**src/rtl/visor_trace_uart_pkg.sv**
```systemverilog
// Shared definitions for the visor trace UART.
//   TRACE_ADDR_WORD / TRACE_ADDR_BYTE : av_address[1:0] decode values
//   tx_state_e                         : transmit state machine encoding
//   trace_entry_t                      : one FIFO entry, {is_word, data}
//   trace_targets_fifo()               : true for addresses that enqueue
package visor_trace_uart_pkg;

    localparam logic [1:0] TRACE_ADDR_WORD = 2'd0;
    localparam logic [1:0] TRACE_ADDR_BYTE = 2'd1;

    localparam int unsigned TRACE_ENTRY_W = 17;

    typedef enum logic [1:0] {
        IDLE,
        START,
        DATA,
        STOP
    } tx_state_e;

    typedef struct packed {
        logic        is_word;
        logic [15:0] data;
    } trace_entry_t;

    function automatic logic trace_targets_fifo(input logic [1:0] addr);
        return (addr == TRACE_ADDR_WORD) || (addr == TRACE_ADDR_BYTE);
    endfunction

endpackage

```
**src/rtl/visor_trace_uart_if.sv**
```systemverilog
// Avalon-MM write-only slave bundle between the visor master and the trace UART.
//   av_address     : word address, only [1:0] decoded by the slave
//   av_writedata   : write data
//   av_write       : write strobe
//   av_waitrequest : slave stall; master holds all av_* while it is high
interface visor_trace_uart_if;

    logic [15:0] av_address;
    logic [15:0] av_writedata;
    logic        av_write;
    logic        av_waitrequest;

    modport master (
        output av_address,
        output av_writedata,
        output av_write,
        input  av_waitrequest
    );

    modport slave (
        input  av_address,
        input  av_writedata,
        input  av_write,
        output av_waitrequest
    );

endinterface

```
**src/rtl/trace_fifo.sv**
```systemverilog
// Synchronous show-ahead FIFO for trace entries.
//   clk, rst : clock, synchronous active-high reset (clears pointers/count)
//   push     : write wdata (ignored when full)
//   pop      : drop the head entry (ignored when empty)
//   rdata    : head entry, valid whenever empty is low
//   full     : count == DEPTH
//   empty    : count == 0
//   count    : occupied entries, 0..DEPTH
module trace_fifo #(
    parameter int unsigned WIDTH = 17,
    parameter int unsigned DEPTH = 16
) (
    input  logic                     clk,
    input  logic                     rst,
    input  logic                     push,
    input  logic [WIDTH-1:0]         wdata,
    input  logic                     pop,
    output logic [WIDTH-1:0]         rdata,
    output logic                     full,
    output logic                     empty,
    output logic [$clog2(DEPTH):0]   count
);

    localparam int unsigned PTR_W = $clog2(DEPTH);
    localparam int unsigned CNT_W = PTR_W + 1;

    logic [WIDTH-1:0] mem_q [DEPTH];
    logic [PTR_W-1:0] wptr_q;
    logic [PTR_W-1:0] rptr_q;
    logic [CNT_W-1:0] count_q;

    logic do_push;
    logic do_pop;

    assign full    = (count_q == CNT_W'(DEPTH));
    assign empty   = (count_q == '0);
    assign do_push = push & ~full;
    assign do_pop  = pop & ~empty;
    assign rdata   = mem_q[rptr_q];
    assign count   = count_q;

    // Storage is not reset; stale entries are unreachable once the pointers clear.
    always_ff @(posedge clk) begin
        if (do_push) begin
            mem_q[wptr_q] <= wdata;
        end
    end

    // DEPTH is a power of two, so pointer wrap is the natural binary overflow.
    always_ff @(posedge clk) begin
        if (rst) begin
            wptr_q  <= '0;
            rptr_q  <= '0;
            count_q <= '0;
        end else begin
            if (do_push) begin
                wptr_q <= wptr_q + 1'b1;
            end
            if (do_pop) begin
                rptr_q <= rptr_q + 1'b1;
            end
            unique case ({do_push, do_pop})
                2'b10:   count_q <= count_q + 1'b1;
                2'b01:   count_q <= count_q - 1'b1;
                default: count_q <= count_q;
            endcase
        end
    end

endmodule

```
**src/rtl/visor_trace_uart.sv**
```systemverilog
// Visor trace UART: Avalon-MM writes are queued as byte or word entries and
// shifted out on an 8N1 serial line, LSB first, idle high.
//   sysclk, sysreset : clock, synchronous active-high reset
//   av               : Avalon-MM slave (address, writedata, write, waitrequest)
//   uart_tx          : serial output (registered)
//   fifo_count       : occupied FIFO entries
//   tx_busy          : frame on the line or FIFO non-empty
module visor_trace_uart
    import visor_trace_uart_pkg::*;
#(
    parameter int unsigned CLKS_PER_BIT = 434,
    parameter int unsigned FIFO_DEPTH   = 16
) (
    input  logic               sysclk,
    input  logic               sysreset,
    visor_trace_uart_if.slave  av,
    output logic               uart_tx,
    output logic [8:0]         fifo_count,
    output logic               tx_busy
);

    localparam int unsigned CNT_W   = $clog2(CLKS_PER_BIT);
    localparam int unsigned FCNT_W  = $clog2(FIFO_DEPTH) + 1;
    localparam logic [CNT_W-1:0] BIT_LAST = CNT_W'(CLKS_PER_BIT - 1);

    // Avalon decode
    logic              targets_fifo;
    logic              fifo_push;
    logic              fifo_pop;
    logic              fifo_full;
    logic              fifo_empty;
    logic [FCNT_W-1:0] fifo_cnt;
    trace_entry_t      push_entry;
    trace_entry_t      head_entry;
    logic              unused_addr_bits;

    assign targets_fifo     = trace_targets_fifo(av.av_address[1:0]);
    assign unused_addr_bits = ^av.av_address[15:2];

    // Stall only writes that would enqueue; addresses 2/3 always complete.
    assign av.av_waitrequest = av.av_write & fifo_full & targets_fifo & ~sysreset;
    assign fifo_push         = av.av_write & ~av.av_waitrequest & targets_fifo;

    assign push_entry.is_word = (av.av_address[1:0] == TRACE_ADDR_WORD);
    assign push_entry.data    = av.av_writedata;

    // Transmit state
    tx_state_e         state_q;
    logic [CNT_W-1:0]  cnt_q;
    logic [2:0]        bit_idx_q;
    logic [7:0]        shift_q;
    logic [7:0]        lo_byte_q;
    logic              lo_pend_q;
    logic              tx_q;
    logic              bit_end;

    assign bit_end  = (cnt_q == BIT_LAST);
    assign fifo_pop = (state_q == IDLE) & ~fifo_empty;

    trace_fifo #(
        .WIDTH (TRACE_ENTRY_W),
        .DEPTH (FIFO_DEPTH)
    ) u_fifo (
        .clk   (sysclk),
        .rst   (sysreset),
        .push  (fifo_push),
        .wdata (push_entry),
        .pop   (fifo_pop),
        .rdata (head_entry),
        .full  (fifo_full),
        .empty (fifo_empty),
        .count (fifo_cnt)
    );

    // uart_tx is registered alongside the state so each line level lines up
    // exactly with its state's CLKS_PER_BIT-cycle window.
    always_ff @(posedge sysclk) begin
        if (sysreset) begin
            state_q   <= IDLE;
            cnt_q     <= '0;
            bit_idx_q <= '0;
            shift_q   <= '0;
            lo_byte_q <= '0;
            lo_pend_q <= 1'b0;
            tx_q      <= 1'b1;
        end else begin
            if (state_q != IDLE) begin
                cnt_q <= bit_end ? '0 : cnt_q + 1'b1;
            end
            unique case (state_q)
                IDLE: begin
                    if (!fifo_empty) begin
                        state_q   <= START;
                        tx_q      <= 1'b0;
                        lo_pend_q <= head_entry.is_word;
                        lo_byte_q <= head_entry.data[7:0];
                        shift_q   <= head_entry.is_word ? head_entry.data[15:8]
                                                        : head_entry.data[7:0];
                    end
                end
                START: begin
                    if (bit_end) begin
                        state_q   <= DATA;
                        bit_idx_q <= '0;
                        tx_q      <= shift_q[0];
                        shift_q   <= {1'b0, shift_q[7:1]};
                    end
                end
                DATA: begin
                    if (bit_end) begin
                        if (bit_idx_q == 3'd7) begin
                            state_q <= STOP;
                            tx_q    <= 1'b1;
                        end else begin
                            bit_idx_q <= bit_idx_q + 1'b1;
                            tx_q      <= shift_q[0];
                            shift_q   <= {1'b0, shift_q[7:1]};
                        end
                    end
                end
                STOP: begin
                    if (bit_end) begin
                        // Low byte of a word follows its high byte with no idle gap.
                        if (lo_pend_q) begin
                            state_q   <= START;
                            tx_q      <= 1'b0;
                            shift_q   <= lo_byte_q;
                            lo_pend_q <= 1'b0;
                        end else begin
                            state_q <= IDLE;
                        end
                    end
                end
                default: begin
                    state_q <= IDLE;
                    tx_q    <= 1'b1;
                end
            endcase
        end
    end

    assign uart_tx    = tx_q;
    assign fifo_count = 9'(fifo_cnt);
    assign tx_busy    = (state_q != IDLE) | (fifo_cnt != '0);

endmodule

```
**src/flat_wrapper.sv**
```systemverilog
// flat-port wrapper written by rule: the top's interface ports become plain ports
module visor_trace_uart_flat import visor_trace_uart_pkg::*;
#(
    parameter int unsigned CLKS_PER_BIT = 434,
    parameter int unsigned FIFO_DEPTH   = 16
)
  (sysclk, sysreset, uart_tx, fifo_count, tx_busy, av_av_address, av_av_writedata, av_av_write, av_av_waitrequest);
  visor_trace_uart_if av_i ();
  input  logic sysclk;
  input  logic sysreset;
  output logic uart_tx;
  output logic [8:0] fifo_count;
  output logic tx_busy;
  input wire logic [$bits(av_i.av_address)-1:0] av_av_address;
  input wire logic [$bits(av_i.av_writedata)-1:0] av_av_writedata;
  input wire logic [$bits(av_i.av_write)-1:0] av_av_write;
  output wire logic [$bits(av_i.av_waitrequest)-1:0] av_av_waitrequest;
  assign av_i.av_address = av_av_address;
  assign av_i.av_writedata = av_av_writedata;
  assign av_i.av_write = av_av_write;
  assign av_av_waitrequest = av_i.av_waitrequest;
  visor_trace_uart #(.CLKS_PER_BIT(CLKS_PER_BIT), .FIFO_DEPTH(FIFO_DEPTH)) u_core (.sysclk(sysclk), .sysreset(sysreset), .av(av_i), .uart_tx(uart_tx), .fifo_count(fifo_count), .tx_busy(tx_busy));
endmodule
```
**config.mk**
```make
export PLATFORM = sky130hd
export DESIGN_NAME = visor_trace_uart_flat
export DESIGN_NICKNAME = d
export VERILOG_FILES = /design/src/rtl/visor_trace_uart_pkg.sv /design/src/rtl/visor_trace_uart_if.sv /design/src/rtl/trace_fifo.sv /design/src/rtl/visor_trace_uart.sv /design/src/flat_wrapper.sv
export SDC_FILE = /design/constraint.sdc
export NUM_CORES = 1
export LEC_CHECK = 0
export CAP_MARGIN = 20
export CORE_UTILIZATION = 55
export CTS_CLUSTER_DIAMETER = 80
export DETAILED_ROUTE_END_ITERATION = 12
export GPL_TIMING_DRIVEN = 0
export PLACE_DENSITY = 0.84
export SYNTH_ARGS = -nofsm -noshare
export SYNTH_HDL_FRONTEND = slang
export SYNTH_SLANG_ARGS = --single-unit
```
**constraint.sdc**
```tcl
create_clock -name sysclk -period 3.6 [get_ports sysclk]
set_clock_uncertainty 0.2 [all_clocks]
set_input_delay 0.72 -clock sysclk [delete_from_list [all_inputs] [get_ports sysclk]]
set_output_delay 0.72 -clock sysclk [all_outputs]
set_load 0.01 [all_outputs]
```
# Word-level counts from Yosys, hierarchy flattened
# Memories as Yosys holds them, arrays and structs flattened. A register that Yosys moved wholly into a read port is not among the register bits.
# Cells that the tools add are included.
# totals
in_bits,35
rom_bits,0
ramBits,272
output_inout_bits,12
latchBits,0
memories,1
ff_bits,45
elab_cells,96
# memory_table
name,depth,word_bits,read_ports,rd_ports_with_merged_regs,write_ports,line_no,text
u_core.u_fifo.mem_q,16,17,1,1,1,trace_fifo.sv:27,logic [WIDTH-1:0] mem_q [DEPTH];
# classes
n_lt_le_gt_ge,0
reduce_logical,15
mul,0
n_eq_ne,16
n_div,0
shifts,0
add_sub_neg,6
n_mux,35
bitwise_logic,13
# op_table
cell,count
2-to-1 mux 8 bit,7
one-hot mux 8 bit (4 select lines),1
2-to-1 mux 1 bit,11
2-to-1 mux 2 bit,5
inequality test 2 x 1 -> 1 bit (second input constant),5
one-hot mux 5 bit (2 select lines),1
AND reduction 5 bit,2
adder 9 x 1 -> 9 bit (second input constant),1
== test 9 bit (second input constant),1
2-to-1 mux 3 bit,3
2-to-1 mux 9 bit,1
adder 4 x 1 -> 4 bit (second input constant),2
AND 1 bit,8
2-to-1 mux 4 bit,2
one-hot mux 2 bit (4 select lines),1
nonzero test 2 bit,4
== test 2 x 1 -> 1 bit (second input constant),3
== test 2 bit (second input constant),3
one-hot mux 3 bit (2 select lines),1
AND reduction 6 bit,1
adder 5 x 1 -> 5 bit (second input constant),1
== test 5 bit (second input constant),1
zero test 5 bit,1
nonzero test 5 bit,1
other kinds (13),18

# Depth between registers and ports, before layout
# logic_depth
ltp_word,10
ltp_mapped,16
mapped_depth_nobuf,13

# Hierarchy
# Synthesis repeated with hierarchy kept, for this count alone.
# unflattened
hier_cells,769
area_unflattened_um2,13063.8
# modules_own_cells
mod,instances,area_per_inst_um2,cells_each,seq_area_each_um2
trace_fifo,1,11257.0,550,8508.2
visor_trace_uart,1,1806.7,219,640.6

# Worst setup path before layout
# Ideal clock, no wire load.
# synth_timing
path_kind,register -> register
startpoint,register u_core.u_fifo.count_q[1] (netlist: u_core.u_fifo.count[1])
endpoint,register u_core.u_fifo.count_q[4] (netlist: u_core.u_fifo.count[4])
arrival_time_ps,3292
path_buffers,3
setup_ps,70
required_ps,3330
period_less_slack_ps,3563
path_slack_ps,37
path_stages_with_launch,16
cell_sequence,dfxtp_1 clkbuf_1 or4_1 o21ai_1 inv_1 clkbuf_1 ha_1 clkbuf_1 xor2_1 ha_1 o21a_1 o22a_1 a21oi_1 xor2_1 or3_1 a21oi_1
# synth_via
elab_cells_between_ends,19
classes_between,add/sub: 2; eq/ne: 3; mux: 1; bitwise: 11; reduce/logical: 2
# synth_rtl
element,line_no,text
"start, declared",trace_fifo.sv:30,logic [CNT_W-1:0] count_q;
"start signal, assigned",trace_fifo.sv:63,2'b10: count_q <= count_q + 1'b1;
"start signal, assigned",trace_fifo.sv:64,2'b01: count_q <= count_q - 1'b1;
"start signal, assigned",trace_fifo.sv:65,default: count_q <= count_q;
zero test 5 bit (*),trace_fifo.sv:36,assign empty = (count_q == '0);
NOT 1 bit (no line) (*),-,
AND 1 bit (*),visor_trace_uart.sv:58,assign fifo_pop = (state_q == IDLE) & ~fifo_empty;
net u_core.fifo_pop,visor_trace_uart.sv:29,logic fifo_pop;
AND 1 bit (*),trace_fifo.sv:38,assign do_pop = pop & ~empty;
== test 2 x 1 -> 1 bit or == test 2 bit (tied branches),trace_fifo.sv:62,"unique case ({do_push, do_pop})"
one-hot mux 5 bit (2 select lines) or nonzero test 2 bit (tied branches),-,
# The timed path passes the listed nets; every way through them passes the cells marked *.
# A chain may end at the register's enable or synchronous reset.

# Worst setup path in the final report
# layout_timing
startpoint,register u_core.u_fifo.count_q[2] (netlist: u_core.u_fifo.count[2])
endpoint,register u_core.u_fifo.count_q[4] (netlist: u_core.u_fifo.count[4])
# layout_via
elab_chain_cells,10
elab_cells_between_ends,19
classes_between,add/sub: 2; eq/ne: 3; mux: 1; bitwise: 11; reduce/logical: 2
# layout_rtl
element,line_no,text
== test 5 bit,trace_fifo.sv:35,assign full = (count_q == CNT_W'(DEPTH));
AND 1 bit (3 in series),visor_trace_uart.sv:41,assign av.av_waitrequest = av.av_write & fifo_full & targets_fifo & ~sysreset;
NOT 1 bit,visor_trace_uart.sv:42,assign fifo_push = av.av_write & ~av.av_waitrequest & targets_fifo;
AND 1 bit (2 in series),visor_trace_uart.sv:42,
AND 1 bit,trace_fifo.sv:37,assign do_push = push & ~full;
== test 2 x 1 -> 1 bit or == test 2 bit (tied branches),trace_fifo.sv:62,
one-hot mux 5 bit (2 select lines) or nonzero test 2 bit (tied branches),-,
# Several ways; a longest one is shown, not always the timed one.

==> metrics.txt <==
CORE AREA=22710 µm²; CP required=3.89 ns; fin cells=1114; multi-input logic area=3418 µm²; share of layout cells above drive strength 1=0.2002; reg2reg path depth=13; Detailed Place HPWL=17650 µm; Initial Utilization=0.5619; power per cell area=684.6 nW/µm²; Final Cycle Share=0.9327; largest net degree at the start of global routing=17; most common cell in the synthesized netlist=edfxtp_1; hold buffer count at cts=0; H-tree levels=1; TNS Setup=0 ns; top cells by count, synth=edfxtp_1 (272), mux4_2 (68), nand2_1 (57); Cell variety after synth=48; WL/cell=25.34 µm; slew margin rel.=0.2256; worst setup path startpoint=u_core.u_fifo.count[2]; final count of hold timing violations=0; Async SR Flop Fraction=0; min setup slack post-route=0.2424 ns; IR drop worst, VDD=427.0 µV; RR Endpoint=u_core.u_fifo.count[4]; WL final=28230 µm; row count=55; ant diodes=0; total grt overflow=0; Tmin final=3.358 ns; RSZ-0062 raised after global routing=no; maximum capacitance violations=0; die height=154.3 µm; Avg Synthesized Cell Area=17.48 µm²; placed insts=1062; # Post-CTS Setup Buffers=0; CTS tree=yes; hold slack=0.2633 ns; overall global routing resource usage=0.2432; Fmax achieved=297.8 MHz; Pleak=4.774 nW; first-pass GRT wire length=42350 µm; Worst R2R Setup Slack=0.24 ns; Synth Area in XOR/XNOR=0.01304; Clock Latency Late Sink=0.57 ns; worst hold path class=flop to flop; # IOs=47; adder-cell share of the synthesized area=0.01765; ranking of synthesized cells by area=edfxtp_1 (64%), mux4_2 (12%), dfxtp_1 (7.7%); CP arrival=3.65 ns; Post-synth EDFFs=272; Ys Warns=0; Yosys top cell by area=edfxtp_1; area delta synth->final=14.84%; Synth Area in Compound Gates=0.05412; Place WS=-0.6430 ns; Worst-path clk slew=0.06 ns; fin nets=859; post-synth top area share=0.6401; via-per-instance ratio=6.413; Final setup violation count=0; post-CTS resize count=3; mux cell area share after synthesis=0.1295; total power=0.01003 W; maximum root-to-sink buffer count=3; vias in the first global route=7114; initial antenna violation count=0; # port buffers=28; worst slew pin tran=1.157 ns; GP Congestion=0.8313; DR DRC count=0; Post-Synthesis Cell Area=12760 µm²; Root Buffer=clkbuf_16; Slew Viols, Final=0; DR pass1 iterations=6; main combinational cell family by area after synthesis=multiplexers; Syn Inst Count=730; CTS Buf Count=31; sequential cell area=9149 µm²; Sink Count=321; CP endpoint kind=flop; Critical Path Fanout Max=14; CP Capture Point=u_core.u_fifo.count[4]; status=completed; Die X=154.3 µm; main flop type after synthesis=edfxtp_1; ANT nets after route=0; Initial DRC Count=891; startpoint types=flop; Fill cells=1492; via count=7144; Reg-to-Reg Start=u_core.u_fifo.count[2]; kind of critical path=flop to flop; flops & latches, synth=321; die area=23810 µm²; sequential fraction of the synthesis area=0.7169; post-synthesis simple-gate area fraction=0.04765
## metal layers
layer	vias up	part of all wire	global-route usage	routed length, µm
met5	-	0	0	0
met4	0	0.043	0.1056	1224
met3	97	0.090	0.04511	2533
met2	443	0.48	0.3929	13490
met1	3571	0.39	0.3278	10980
li1	3033	-	-	-
## per-stage QoR
step | area [µm²] | util
after CTS | 14660 | 0.6456
final | 14660 | 0.6453
after detailed placement | 13680 | 0.6026
after global routing | 14660 | 0.6453
after floorplan | 12770 | -
after global placement | 13410 | 0.5905
## final cells by class
type | instances | area share
Sequential cell | 321 | 0.6243
Multi-Input combinational cell | 358 | 0.2332
Clock buffer | 41 | 0.05549
Timing Repair Buffer | 44 | 0.03449
Tap cell | 285 | 0.02433
Buffer | 40 | 0.01451
Clock inverter | 15 | 0.01110
Inverter | 10 | 0.002561
## registers in the layout, indices dropped and copies added (netlist names), named ones only
name,flops
u_core.state_q,2
u_core.uart_tx,1
u_core.bit_idx_q,3
u_core.u_fifo.rptr_q,4
u_core.u_fifo.mem_q,272
u_core.cnt_q,9
u_core.u_fifo.count,5
u_core.u_fifo.wptr_q,4
u_core.lo_pend_q,1
u_core.lo_byte_q,8
u_core.shift_q,8
## kinds of logic after synthesis
logic type,after synthesis
AO/OA/AOI/OAI,97
adder cells (fa/ha/maj),18
buffers and inverters,54
multiplexers,80
AND/OR/NAND/NOR,140
flip-flops,321
other,1
XOR/XNOR,19
## how the worst min path moves through the flow
stage | from | endpoint | slack [ns] | depth (start not counted)
after floorplan | u_core.shift_q[0] | u_core.shift_q[0] | 0.23 | 2
after global placement | u_core.lo_byte_q[4] | u_core.lo_byte_q[4] | 0.25 | 2
after detailed placement | u_core.shift_q[3] | u_core.shift_q[3] | 0.25 | 2
after CTS | u_core.shift_q[3] | u_core.shift_q[3] | 0.26 | 2
after global routing | u_core.shift_q[5] | u_core.shift_q[5] | 0.29 | 2
final | u_core.shift_q[3] | u_core.shift_q[3] | 0.26 | 2
## critical path, stage by stage, from the launching register on
cell and delay, ns:
dfxtp_1 0.31, clkbuf_1 0.18, or4_1 0.56, o21ai_2 0.19, inv_2 0.14, ha_2 0.27, xor2_1 0.16, ha_1 0.22
o21a_1 0.17, o22a_1 0.19, a21oi_1 0.17, xor2_1 0.09, or3_1 0.31, a21oi_1 0.13
## cells in the final DEF (no fill, tap or decap), drive strengths merged, types with 2 or more instances in the layout
cell type	instances
dfxtp	49
nand4	3
bufinv	3
o21ai	6
or3	2
nor2b	6
nor3	7
clkinv	10
ha	18
a31oi	2
a22oi	37
nand2b	4
xnor2	5
nand3	5
nor4	2
o22a	2
and2	2
clkdlybuf4s50	28
a211o	8
nand2	58
mux2i	11
a211oi	3
a21oi	23
a21boi	2
conb	4
mux4	68
nor2	48
edfxtp	272
xor2	14
clkbuf	62
a221oi	8
inv	12
buf	35
## power by group
group / switching, W / leakage [nW] / internal, W
registers: 0.000133 / 2.85 / 0.00421
clock network: 0.00134 / 0.471 / 0.00180
logic: 0.00143 / 1.45 / 0.00111
total: 0.00291 / 4.77 / 0.00713
Power figures use the tool's default switching activity.
